==> src/rtl/mux_rr_arbiter.sv <==
// rtl/mux_rr_arbiter.sv - round-robin arbiter and select sequencer for the six-input operand mux
module mux_rr_arbiter #(
    parameter int unsigned MAX_HOLD = 4
) (
    input  logic       clk,
    input  logic       reset,
    input  logic [5:0] req,
    input  logic       out_ready,
    output logic [5:0] grant,
    output logic [2:0] sel,
    output logic       out_valid,
    output logic       busy
);

    typedef enum logic {
        S_IDLE  = 1'b0,
        S_GRANT = 1'b1
    } state_t;

    localparam logic [3:0] HOLD_LAST = 4'(MAX_HOLD - 1);

    state_t     state_q, state_d;
    logic [5:0] grant_q, grant_d;
    logic [2:0] sel_q, sel_d;
    logic [2:0] ptr_q, ptr_d;
    logic [3:0] hold_q, hold_d;

    logic       owner_req;
    logic       transfer;
    logic       release_now;
    logic [2:0] ptr_after;
    logic [2:0] search_start;
    logic       pick_found;
    logic [2:0] pick_idx;

    function automatic logic [2:0] next_idx(input logic [2:0] idx);
        return (idx == 3'd5) ? 3'd0 : idx + 3'd1;
    endfunction

    // Returns {found, index}: first set bit of mask walking start, start+1, ... modulo 6.
    function automatic logic [3:0] rr_pick(input logic [5:0] mask, input logic [2:0] start);
        logic [2:0] idx;
        logic       found;
        logic [2:0] win;
        idx   = start;
        found = 1'b0;
        win   = 3'd0;
        for (int k = 0; k < 6; k++) begin
            if (!found && mask[idx]) begin
                found = 1'b1;
                win   = idx;
            end
            idx = next_idx(idx);
        end
        return {found, win};
    endfunction

    assign owner_req    = |(grant_q & req);
    assign transfer     = (state_q == S_GRANT) && owner_req && out_ready;
    assign release_now  = (state_q == S_GRANT) &&
                          (!owner_req || (transfer && (hold_q == HOLD_LAST)));
    assign ptr_after    = next_idx(sel_q);
    // On release the search already starts past the outgoing owner, so a sole
    // requester released by the hold limit is found last and re-granted.
    assign search_start = (state_q == S_GRANT) ? ptr_after : ptr_q;
    assign {pick_found, pick_idx} = rr_pick(req, search_start);

    always_ff @(posedge clk) begin
        if (reset) begin
            state_q <= S_IDLE;
            grant_q <= 6'b0;
            sel_q   <= 3'd0;
            ptr_q   <= 3'd0;
            hold_q  <= 4'd0;
        end else begin
            state_q <= state_d;
            grant_q <= grant_d;
            sel_q   <= sel_d;
            ptr_q   <= ptr_d;
            hold_q  <= hold_d;
        end
    end

    always_comb begin
        state_d = state_q;
        grant_d = grant_q;
        sel_d   = sel_q;
        ptr_d   = ptr_q;
        hold_d  = hold_q;
        case (state_q)
            S_IDLE: begin
                if (pick_found) begin
                    state_d = S_GRANT;
                    grant_d = 6'(1) << pick_idx;
                    sel_d   = pick_idx;
                    hold_d  = 4'd0;
                end
            end
            S_GRANT: begin
                if (release_now) begin
                    ptr_d  = ptr_after;
                    hold_d = 4'd0;
                    if (pick_found) begin
                        grant_d = 6'(1) << pick_idx;
                        sel_d   = pick_idx;
                    end else begin
                        state_d = S_IDLE;
                        grant_d = 6'b0;
                        sel_d   = 3'd0;
                    end
                end else if (transfer && (hold_q != HOLD_LAST)) begin
                    hold_d = hold_q + 4'd1;
                end
            end
            default: state_d = S_IDLE;
        endcase
    end

    always_comb begin
        busy      = (state_q == S_GRANT);
        out_valid = (state_q == S_GRANT) && owner_req;
        grant     = grant_q;
        sel       = sel_q;
    end

endmodule

==> config.mk <==
export PLATFORM = sky130hd
export DESIGN_NAME = mux_rr_arbiter
export DESIGN_NICKNAME = d
export VERILOG_FILES = /design/src/rtl/mux_rr_arbiter.sv
export SDC_FILE = /design/constraint.sdc
export NUM_CORES = 1
export LEC_CHECK = 0
export CORE_ASPECT_RATIO = 1.25
export CORE_UTILIZATION = 50
export CTS_BUF_LIST = sky130_fd_sc_hd__clkbuf_8
export CTS_CLUSTER_SIZE = 16
export DETAILED_ROUTE_END_ITERATION = 7
export PLACE_DENSITY = 0.73
export SYNTH_ARGS = -nofsm -noshare
export SYNTH_HDL_FRONTEND = slang
export SYNTH_SLANG_ARGS = --single-unit
==> constraint.sdc <==
create_clock -name clk -period 3.15 [get_ports clk]
set_input_delay 0.63 -clock clk [delete_from_list [all_inputs] [get_ports clk]]
set_output_delay 0.63 -clock clk [all_outputs]
set_load 0.1 [all_outputs]
==> results_dict.tcl, run 1 <==
set metrics [dict create \
    status "complete, no violations" \
    die-area_sq_um 3430 \
    setup_violations 0 \
    startpoint_type "flop" \
    cts.sinks 17 \
    cp-end-kind "flop" \
    clkPwrFrac_pct 7.3 \
    fin_tns_setup_ns 0 \
    yosys_warnings 0 \
    place_area_sq_um 1800 \
    wire_per_inst_um 18.9 \
    grt.overflow.total 0 \
    antenna_found_initial 0 \
    grt_usage_pct 31.2 \
    htreeDepth 1 \
    synth.largest_area_cell "dfxtp_1" \
    core_sq_um 3000 \
    stdcell_area_sq_um 1850 \
    syn_nets 212 \
    place_congestion 0.964 \
    vias 1796 \
    via_per_inst 6.93 \
    grt_pass1_wl_mm 8.03 \
    fin_crit_sh_pct 93.5 \
    path_cells "or3b_4 -> a31oi_4 -> nand3_2 -> a31oi_1 -> nor3b_1 -> a2111o_1 -> and3b_1 -> o32ai_1" \
    synthFlopType "dfxtp_1" \
    nets 234 \
    grt_pass1_vias 1728 \
    fin_util_pct 61.8 \
    num_antenna_cells 0 \
    cts_tree "built" \
    ir_drop_mv 0.845 \
    totalWireLength_mm 4.90 \
    area_growth_pct 15.9 \
    dp.final_hpwl_mm 3.77 \
    cp_slowest_stage_delay_ns 0.44 \
    die_x_um 52.6 \
    cts_hold_buf 0 \
    fin_skew_ns 0.00660 \
    ys_types 67 \
    switching_share_pct 58.3 \
    cts_root_buf "clkbuf_8" \
    synth-seq-area-share_pct 21.3 \
    synth_fa_ha_area_share_pct 0.782 \
    worst-path-buf-inv 0 \
    drc 0 \
    crit_required_ns 3.32 \
    drive_gt1_share_pct 19.7 \
    start_util_pct 53.3 \
    synth-seq-cells 17 \
    crit_slowest_cell "or3b_4" \
    synth_simple_gate_area_share_pct 27.8 \
    power_density_nw_per_um2 1220 \
    cap_violations 0 \
    worst_pin_slew_ns 0.653 \
    dpl.cell_count 255 \
    final_cells 259 \
    worstSkewPairLatency_ns 0.25 \
    p_seq_share_pct 16.0 \
    cts_made_buffers 3 \
    worstSetupPathType "reg2reg" \
    comb_power_share_pct 76.7 \
    yosysMostFrequentCell "nand3_1" \
    synth_top_area_share_pct 21.3 \
    grt_max_degree 18 \
    synthArstFlopShare_pct 0 \
    setup_slack_ns 0.206 \
    synthMuxAreaShare_pct 1.88 \
    drv_slew 0 \
    cts_buffer_depth 2 \
    postSynthCellCount 202 \
    synth_area_per_cell_sq_um 7.92 \
    p_int_uw 945 \
    syn_area_sq_um 1600 \
    hp-class "reg2reg" \
    port_buffers 19 \
    pre_cts_ws_ns 0.0851 \
    p_leak_nw 0.668 \
    fmax_mhz 340 \
    layout_min_cycle_time_ns 2.94 \
    io_pins 20 \
    crit_family "compound AO/OA/AOI/OAI gates" \
    synth_top_family_by_area "compound AO/OA/AOI/OAI gates" \
    synth_compound_area_share_pct 42.2 \
    path_clk_slew_ns 0.07 \
    std_cell_rows 22 \
    final_hold_viol_count 0 \
    whs_ns 0.487 \
    synth_common_cells "20 x nand3_1, 19 x nor2_1, 17 x dfxtp_1, 17 x nand2_1, 15 x a21oi_1" \
    synth-xor-area-share_pct 0.548 \
    arrival_ns 3.11 \
    maxSlewHeadroom_pct 56.1 \
    power.total_mw 2.27 \
    postRouteAntennaNets 0 \
    path_max_fanout 13 \
    synth.area.top_cells "dfxtp_1 21%, nand3_1 6.3%, a21oi_1 4.7%" \
    firstDrtPassIters 5 \
    synth_edf_count 0 \
    p_sw_mw 1.32 \
    rsz0062_at_grt "no" \
    die_y_um 65.2 \
    drtIter0Drc 102 \
]
-- metal layers --
metal	up-vias	share of wire (%)	track usage, %
met5	-	0	0
met4	0	3.5	15.1
met3	16	4.4	1.62
met2	84	53	57.8
met1	865	39	34.8
li1	831	-	-
-- logic make-up after synthesis --
group,Yosys count
compound gates,81
xor+xnor,1
fa+ha+maj,1
buf+inv,15
flops,17
mux,3
simple gates,84
-- layout by cell type, fill, tap and decap left out, types with 3 or more instances in the layout --
master | Yosys | layout
o32ai_1 | 4 | 4
nand3_1 | 20 | 20
nand2_1 | 17 | 17
dfxtp_1 | 17 | 15
a211oi_1 | 3 | 3
a21oi_1 | 15 | 15
and2_1 | 4 | 4
o22ai_1 | 3 | 3
or3_1 | 3 | 3
a22oi_1 | 4 | 4
mux2i_1 | 3 | 3
clkdlybuf4s50_1 | 0 | 8
inv_1 | 7 | 7
a31oi_1 | 5 | 5
o21ai_0 | 7 | 7
buf_4 | 2 | 16
clkbuf_8 | 0 | 3
nor2_1 | 19 | 19
o21ai_1 | 6 | 6
-- worst min-delay path: stages, from the launching register on --
cell     delay (ns)
dfxtp_1        0.33
inv_1          0.06
o32ai_1        0.05
-- worst paths after layout --
check / from / endpoint / slack, ns / cells after the start
setup / recovery: sel[0] / grant[2] / 0.21 / 8
hold / removal: grant[2] / grant[2] / 0.49 / 2
setup reg to reg: sel[0] / grant[2] / 0.21 / 8
hold reg to reg: grant[2] / grant[2] / 0.49 / 2
-- area by class of cell --
class                      count  area (sq um)
clock inverter                 1          7.51
tap                           36          45.0
inverter                       7          26.3
multi-input combinational    170          1170
timing repair buffer          25           220
sequential                    17           343
fill                         280          1150
clock buffer                   3          41.3
-- registers in the layout, indices dropped and copies added, names as in the netlist --
register and flops:
busy 1, grant 6, hold_q 4, ptr_q 3
sel 3
-- power by group through the flow --
stage | registers, mW | logic (mW) | clock network, mW
after detailed placement | 0.364 | 1.68 | 0
final | 0.363 | 1.74 | 0.166
after global placement | 0.361 | 1.66 | 0
after global routing | 0.370 | 1.85 | 0.174
after CTS | 0.360 | 1.70 | 0.165
after floorplan | 0.652 | 1.02 | 0
-- what timing repair did --
action                     in CTS  in global routing
setup buffers                   0                  0
resized for setup               0                  1
setup endpoints to repair       0                  4
Power figures use the tool's default switching activity.
==> run 2, diff against run 1 <==
ABC_AREA = 1   (was unset)
==> run 2 against run 1 <==
Compared with the run above: maximum frequency is 6.3% higher; highest routed layer unchanged; hold slack lost 0.024 ns; global-route usage down 6.3 points.
==> results_dict.tcl, run 2 <==
set metrics [dict create \
    synthMuxAreaShare_pct 0 \
    multi_input_area_sq_um 1110 \
    synth_common_cells "66 x nand2_1, 24 x nand3_1, 18 x inv_1, 18 x nor2_1" \
    worstSetupPathType "reg2reg" \
    drive_gt1_share_pct 30.9 \
    grt_pass1_vias 1529 \
    largest_reg_flops 6 \
    cts_buffer_depth 2 \
    seq_area_sq_um 340 \
    std_cell_rows 22 \
    nets 273 \
    stdcell_area_sq_um 1860 \
    arrival_ns 2.96 \
    drc 0 \
    synthFlopType "dfxtp_1" \
    path_cells "nand2_1 -> o21ai_4 -> nand3_1 -> nand2_2 -> nand2_2 -> nand2_1 -> nand2_1 -> nand3_1 -> nand4_1 -> nand2_1 -> nand2_1 -> nand2_1 -> nand2_1 -> nor2_1 -> nand2_1 -> a21oi_2" \
    antenna_found_initial 0 \
    synth-xor-area-share_pct 0 \
    cts_tree "built" \
    grt.overflow.total 0 \
    r2r-end "grant[4]" \
    io_pins 20 \
    yosys_warnings 0 \
    ir_drop_mv 0.734 \
    cts_hold_buf 0 \
    synth.area.top_cells "dfxtp_1 21%, nand2_1 15%, nand3_1 7.5%" \
    layout_commonest_cell "nand2_1" \
    startpoint_type "flop" \
    p_seq_share_pct 15.2 \
    n_fill_cell 286 \
    regToRegStartpoint "busy" \
    die-area_sq_um 3450 \
    dp.final_hpwl_mm 3.08 \
    setup_violations 0 \
    path_clk_slew_ns 0.07 \
    syn_area_sq_um 1610 \
    fin_tns_setup_ns 0 \
    worstSkewPairLatency_ns 0.26 \
    fin_crit_sh_pct 87.9 \
    cp-end-kind "flop" \
    ctsResizeCount 0 \
    via_per_inst 5.49 \
    fmax_mhz 361 \
    final_hold_viol_count 0 \
    cts_made_buffers 3 \
    p_leak_nw 0.856 \
    p_sw_mw 1.38 \
    place_congestion 0.935 \
    postSynthCellCount 241 \
    p_int_uw 842 \
    htreeDepth 1 \
    cp-startpoint "busy" \
    worst_pin_slew_ns 0.564 \
    reg2regPathDepth 16 \
    crit_slowest_cell "dfxtp_1" \
    start_util_pct 53.7 \
    hp-class "reg2reg" \
    status "complete, no violations" \
    maxSlewHeadroom_pct 62.3 \
    synth_compound_area_share_pct 17.2 \
    layout_min_cycle_time_ns 2.77 \
    fin_skew_ns 0.00397 \
    clkPwrFrac_pct 7.5 \
    switching_share_pct 62.1 \
    synth_area_per_cell_sq_um 6.68 \
    firstDrtPassIters 4 \
    totalWireLength_mm 3.81 \
    cap_violations 0 \
    core_sq_um 3000 \
    port_buffers 19 \
    synth_fa_ha_area_share_pct 0.777 \
    synth-seq-area-share_pct 21.1 \
    crit_path_end "grant[4]" \
    whs_ns 0.462 \
    grt_max_degree 19 \
    post_cts_buffers 0 \
    synth_simple_gate_area_share_pct 50.6 \
    grt_pass1_wl_mm 6.51 \
    die_x_um 52.8 \
    syn_nets 251 \
    synth.largest_area_cell "dfxtp_1" \
    postRouteAntennaNets 0 \
    grt_usage_pct 24.9 \
    vias 1636 \
    crit_required_ns 3.34 \
    wire_per_inst_um 12.8 \
    num_antenna_cells 0 \
    synth_edf_count 0 \
    power_density_nw_per_um2 1190 \
    rsz0062_at_grt "no" \
    pre_cts_ws_ns 0.185 \
    synth_top_family_by_area "simple AND/OR/NAND/NOR gates" \
    drtIter0Drc 54 \
    ys_types 38 \
    cts_root_buf "clkbuf_8" \
    mostFrequentLayoutCells "66 x nand2_1, 24 x nand3_1, 18 x inv_1" \
    cp_slowest_stage_delay_ns 0.57 \
    cpMostUsedCell "nand2_1" \
    area_growth_pct 15.5 \
    synthArstFlopShare_pct 0 \
    synth_top_area_share_pct 21.1 \
    place_area_sq_um 1810 \
    drv_slew 0 \
    r2r_slack_ns 0.38 \
    die_y_um 65.5 \
    cts.sinks 17 \
    synth-seq-cells 17 \
    comb_power_share_pct 77.3 \
    yosysMostFrequentCell "nand2_1" \
    setup_slack_ns 0.380 \
    fin_util_pct 62.0 \
    path_max_fanout 18 \
]
## run 2: cells by family (layout without fill, tap and decap cells)
group | Yosys count | count (layout)
flops | 17 | 17
compound gates | 34 | 34
fa+ha+maj | 1 | 1
buf+inv | 36 | 57
simple gates | 153 | 153
## run 2: through the flow
step / cells / total power, mW
6_report: 298 / 2.22
5_1_grt: 298 / 2.38
4_1_cts: 298 / 2.22
3_5_place_dp: 294 / 2.04
3_3_place_gp: 294 / 2.04
2_1_floorplan: 241 / 1.73
## run 2: how the worst min path moves through the flow
stage	cells after the start	end	start	slack [ns]
3_3_place_gp	2	ptr_q[1]	ptr_q[1]	0.45
5_1_grt	2	ptr_q[1]	ptr_q[1]	0.50
2_1_floorplan	2	ptr_q[1]	ptr_q[1]	0.44
6_report	2	ptr_q[1]	ptr_q[1]	0.46
3_5_place_dp	2	ptr_q[1]	ptr_q[1]	0.46
4_1_cts	2	ptr_q[1]	ptr_q[1]	0.47
## run 2: worst max-delay path, delay by kind of cell, from the launching register on
kind / cells / cell delay [ns]
AO/OA/AOI/OAI: 2 / 0.35
flip-flops: 1 / 0.57
AND/OR/NAND/NOR: 14 / 1.78
## run 2: layer usage
metal / GRT usage (%) / up-vias / part of all wire [%]
met2: 45.1 / 39 / 51
li1: - / 838 / -
met4: 6.25 / 0 / 1.4
met3: 3.47 / 6 / 3.7
met1: 29.7 / 753 / 44
met5: 0 / - / 0
## run 2: layout make-up
class / instances / area share [%]
multi-input cells: 188 / 59.5
flip-flops and latches: 17 / 18.3
repair buffers: 20 / 9.82
inverters: 33 / 7.46
well taps: 36 / 2.42
clock buffers: 3 / 2.22
clock inverters: 1 / 0.269
## run 2: power by group through the flow
stage / sequential, mW / clock (mW) / combinational [mW]
3_3_place_gp: 0.340 / 0 / 1.69
5_1_grt: 0.348 / 0.180 / 1.85
4_1_cts: 0.337 / 0.169 / 1.71
3_5_place_dp: 0.342 / 0 / 1.70
2_1_floorplan: 0.600 / 0 / 1.13
6_report: 0.338 / 0.167 / 1.72
==> run 3, diff against run 2 <==
PLACE_DENSITY = 0.76   (was 0.73)
clock period = 2.5 ns   (was 3.15 ns; I/O delays follow)
==> run 3 against run 2 <==
Compared with the run above: critical path type unchanged; largest power group unchanged; clock skew up 0.0026 ns; die area unchanged; maximum frequency up 14%; highest routed layer unchanged; sequential cell count unchanged; routed wire length up 33%; critical path depth down 1; core utilization up 18 points; total power up 63%; design area up 29%; via count up 16%; critical endpoint is now hold_q[2]; non-clock buffer count up 40; sequential share of layout area down 3.6 points; largest cell class unchanged.
==> results_dict.tcl, run 3 (synthesis results as in run 2) <==
set metrics [dict create \
    layout_commonest_cell "nand2_1" \
    cts_buffer_depth 2 \
    wire_per_inst_um 15.0 \
    totalWireLength_mm 5.08 \
    nets 314 \
    io_pins 20 \
    mostFrequentLayoutCells "54 x nand2_1, 45 x buf_4, 25 x nand2_2, 18 x nand3_1, 17 x inv_1" \
    p_leak_nw 1.13 \
    cts_made_buffers 3 \
    final_hold_viol_count 0 \
    fin_tns_setup_ns 0 \
    met3_wirelength_um 278 \
    cp-startpoint "busy" \
    p_seq_share_pct 12.0 \
    grt_pass1_wl_mm 7.00 \
    comb_power_share_pct 82.0 \
    cp-end-kind "flop" \
    largest_reg_flops 6 \
    multi_input_area_sq_um 1270 \
    layout_min_cycle_time_ns 2.43 \
    htreeDepth 1 \
    cap_violations 0 \
    arrival_ns 2.59 \
    die-area_sq_um 3450 \
    grt_max_degree 16 \
    die_x_um 52.8 \
    p_int_mw 1.56 \
    p_sw_mw 2.07 \
    path_max_fanout 8 \
    area_growth_pct 49.0 \
    drc 0 \
    num_antenna_cells 0 \
    final_cells 339 \
    via_per_inst 5.59 \
    cts_tree "built" \
    grt.overflow.total 0 \
    cts_root_buf "clkbuf_8" \
    fin_skew_ns 0.00660 \
    antenna_found_initial 0 \
    worstSetupPathType "reg2reg" \
    drive_gt1_share_pct 49.5 \
    power_density_nw_per_um2 1510 \
    top_layer "met4" \
    port_buffers 19 \
    maxSlewHeadroom_pct 77.6 \
    vias 1896 \
    place_congestion 0.903 \
    status "complete, no violations" \
    wl_met1_mm 2.00 \
    start_util_pct 53.7 \
    grt_usage_pct 26.6 \
    setup_violations 0 \
    fin_crit_sh_pct 97.2 \
    drtIter0Drc 72 \
    worstSkewPairLatency_ns 0.26 \
    seq_area_sq_um 353 \
    ir_drop_mv 1.21 \
    drv_slew 0 \
    core_sq_um 3000 \
    crit_required_ns 2.66 \
    regToRegStartpoint "busy" \
    std_cell_rows 22 \
    fmax_mhz 411 \
    postRouteAntennaNets 0 \
    n_fill_cell 202 \
    met2_length_mm 2.65 \
    switching_share_pct 57.1 \
    dpl.cell_count 314 \
    clkPwrFrac_pct 6.0 \
    startpoint_type "flop" \
    worst_pin_slew_ns 0.336 \
    cts.sinks 17 \
    firstDrtPassIters 4 \
    path_clk_slew_ns 0.08 \
    whs_ns 0.492 \
    hold_path.startpoint "grant[2]" \
    die_y_um 65.5 \
    grt_pass1_vias 1617 \
    dp.final_hpwl_mm 3.25 \
    hp-class "reg2reg" \
]
[run 3: cell count changes in the layout (fill, tap and decap cells not counted), sizes merged]
cell      delta
buf         +38
clkbuf       +2
clkinv       -1
clkinvlp     +1
nand3        +1
[run 3: per-layer routing]
layer / GRT usage (%) / vias up
li1: - / 917
met1: 32.5 / 881
met2: 45.6 / 77
met3: 3.24 / 21
met4: 11.2 / 0
met5: 0 / -
[run 3: final cells by class]
type / instances / area share, %
well taps: 36 / 1.88
flip-flops and latches: 17 / 14.7
repair buffers: 60 / 22.5
clock inverters: 1 / 0.313
inverters: 33 / 6.10
multi-input cells: 189 / 52.8
clock buffers: 3 / 1.72
[run 3: power groups by stage]
| stage | registers, mW | clock network (mW) | logic, mW |
|---|---|---|---|
| CTS | 0.432 | 0.220 | 2.42 |
| global placement | 0.435 | 0 | 2.39 |
| finish | 0.436 | 0.219 | 2.98 |
| detailed placement | 0.437 | 0 | 2.41 |
| global route | 0.446 | 0.230 | 3.17 |
| floorplan | 0.764 | 0 | 1.43 |
[run 3: path summary, 6_finish.rpt]
check              endpoint  slack (ns)  cells past startpoint
setup / recovery  hold_q[2]        0.07                     15
hold / removal     grant[2]        0.49                      2
setup reg to reg  hold_q[2]        0.07                     15
hold reg to reg    grant[2]        0.49                      2
[run 3: per-stage QoR]
stage	area [sq um]	setup slack [ns]	utilization [%]	total power, mW
4_1_cts	2040	0.0839	68.0	3.07
3_5_place_dp	1990	-0.162	66.4	2.85
3_3_place_gp	1990	-0.104	66.4	2.82
5_1_grt	2400	-0.122	80.0	3.84
2_1_floorplan	1630	0.0356	-	2.19
6_report	2400	0.0695	80.0	3.63
[run 3: what timing repair did]
item / in CTS / in global routing
resized for setup: 0 / 41
buffers inserted: 0 / 20
setup endpoints to repair: 0 / 13
hold buffers: 0 / 0
[run 3: critical path, cell delays in order, from the launching register on]
cell,delay [ns]
dfxtp_4,0.38
o21ai_4,0.20
buf_4,0.16
clkinv_4,0.11
o21ai_2,0.23
nand2_1,0.12
o211ai_2,0.16
nand4_1,0.24
nor3_2,0.27
nand2_1,0.09
nand2_2,0.10
inv_2,0.07
nand2_1,0.06
nand2_1,0.05
nand2_1,0.06
nor2_1,0.04
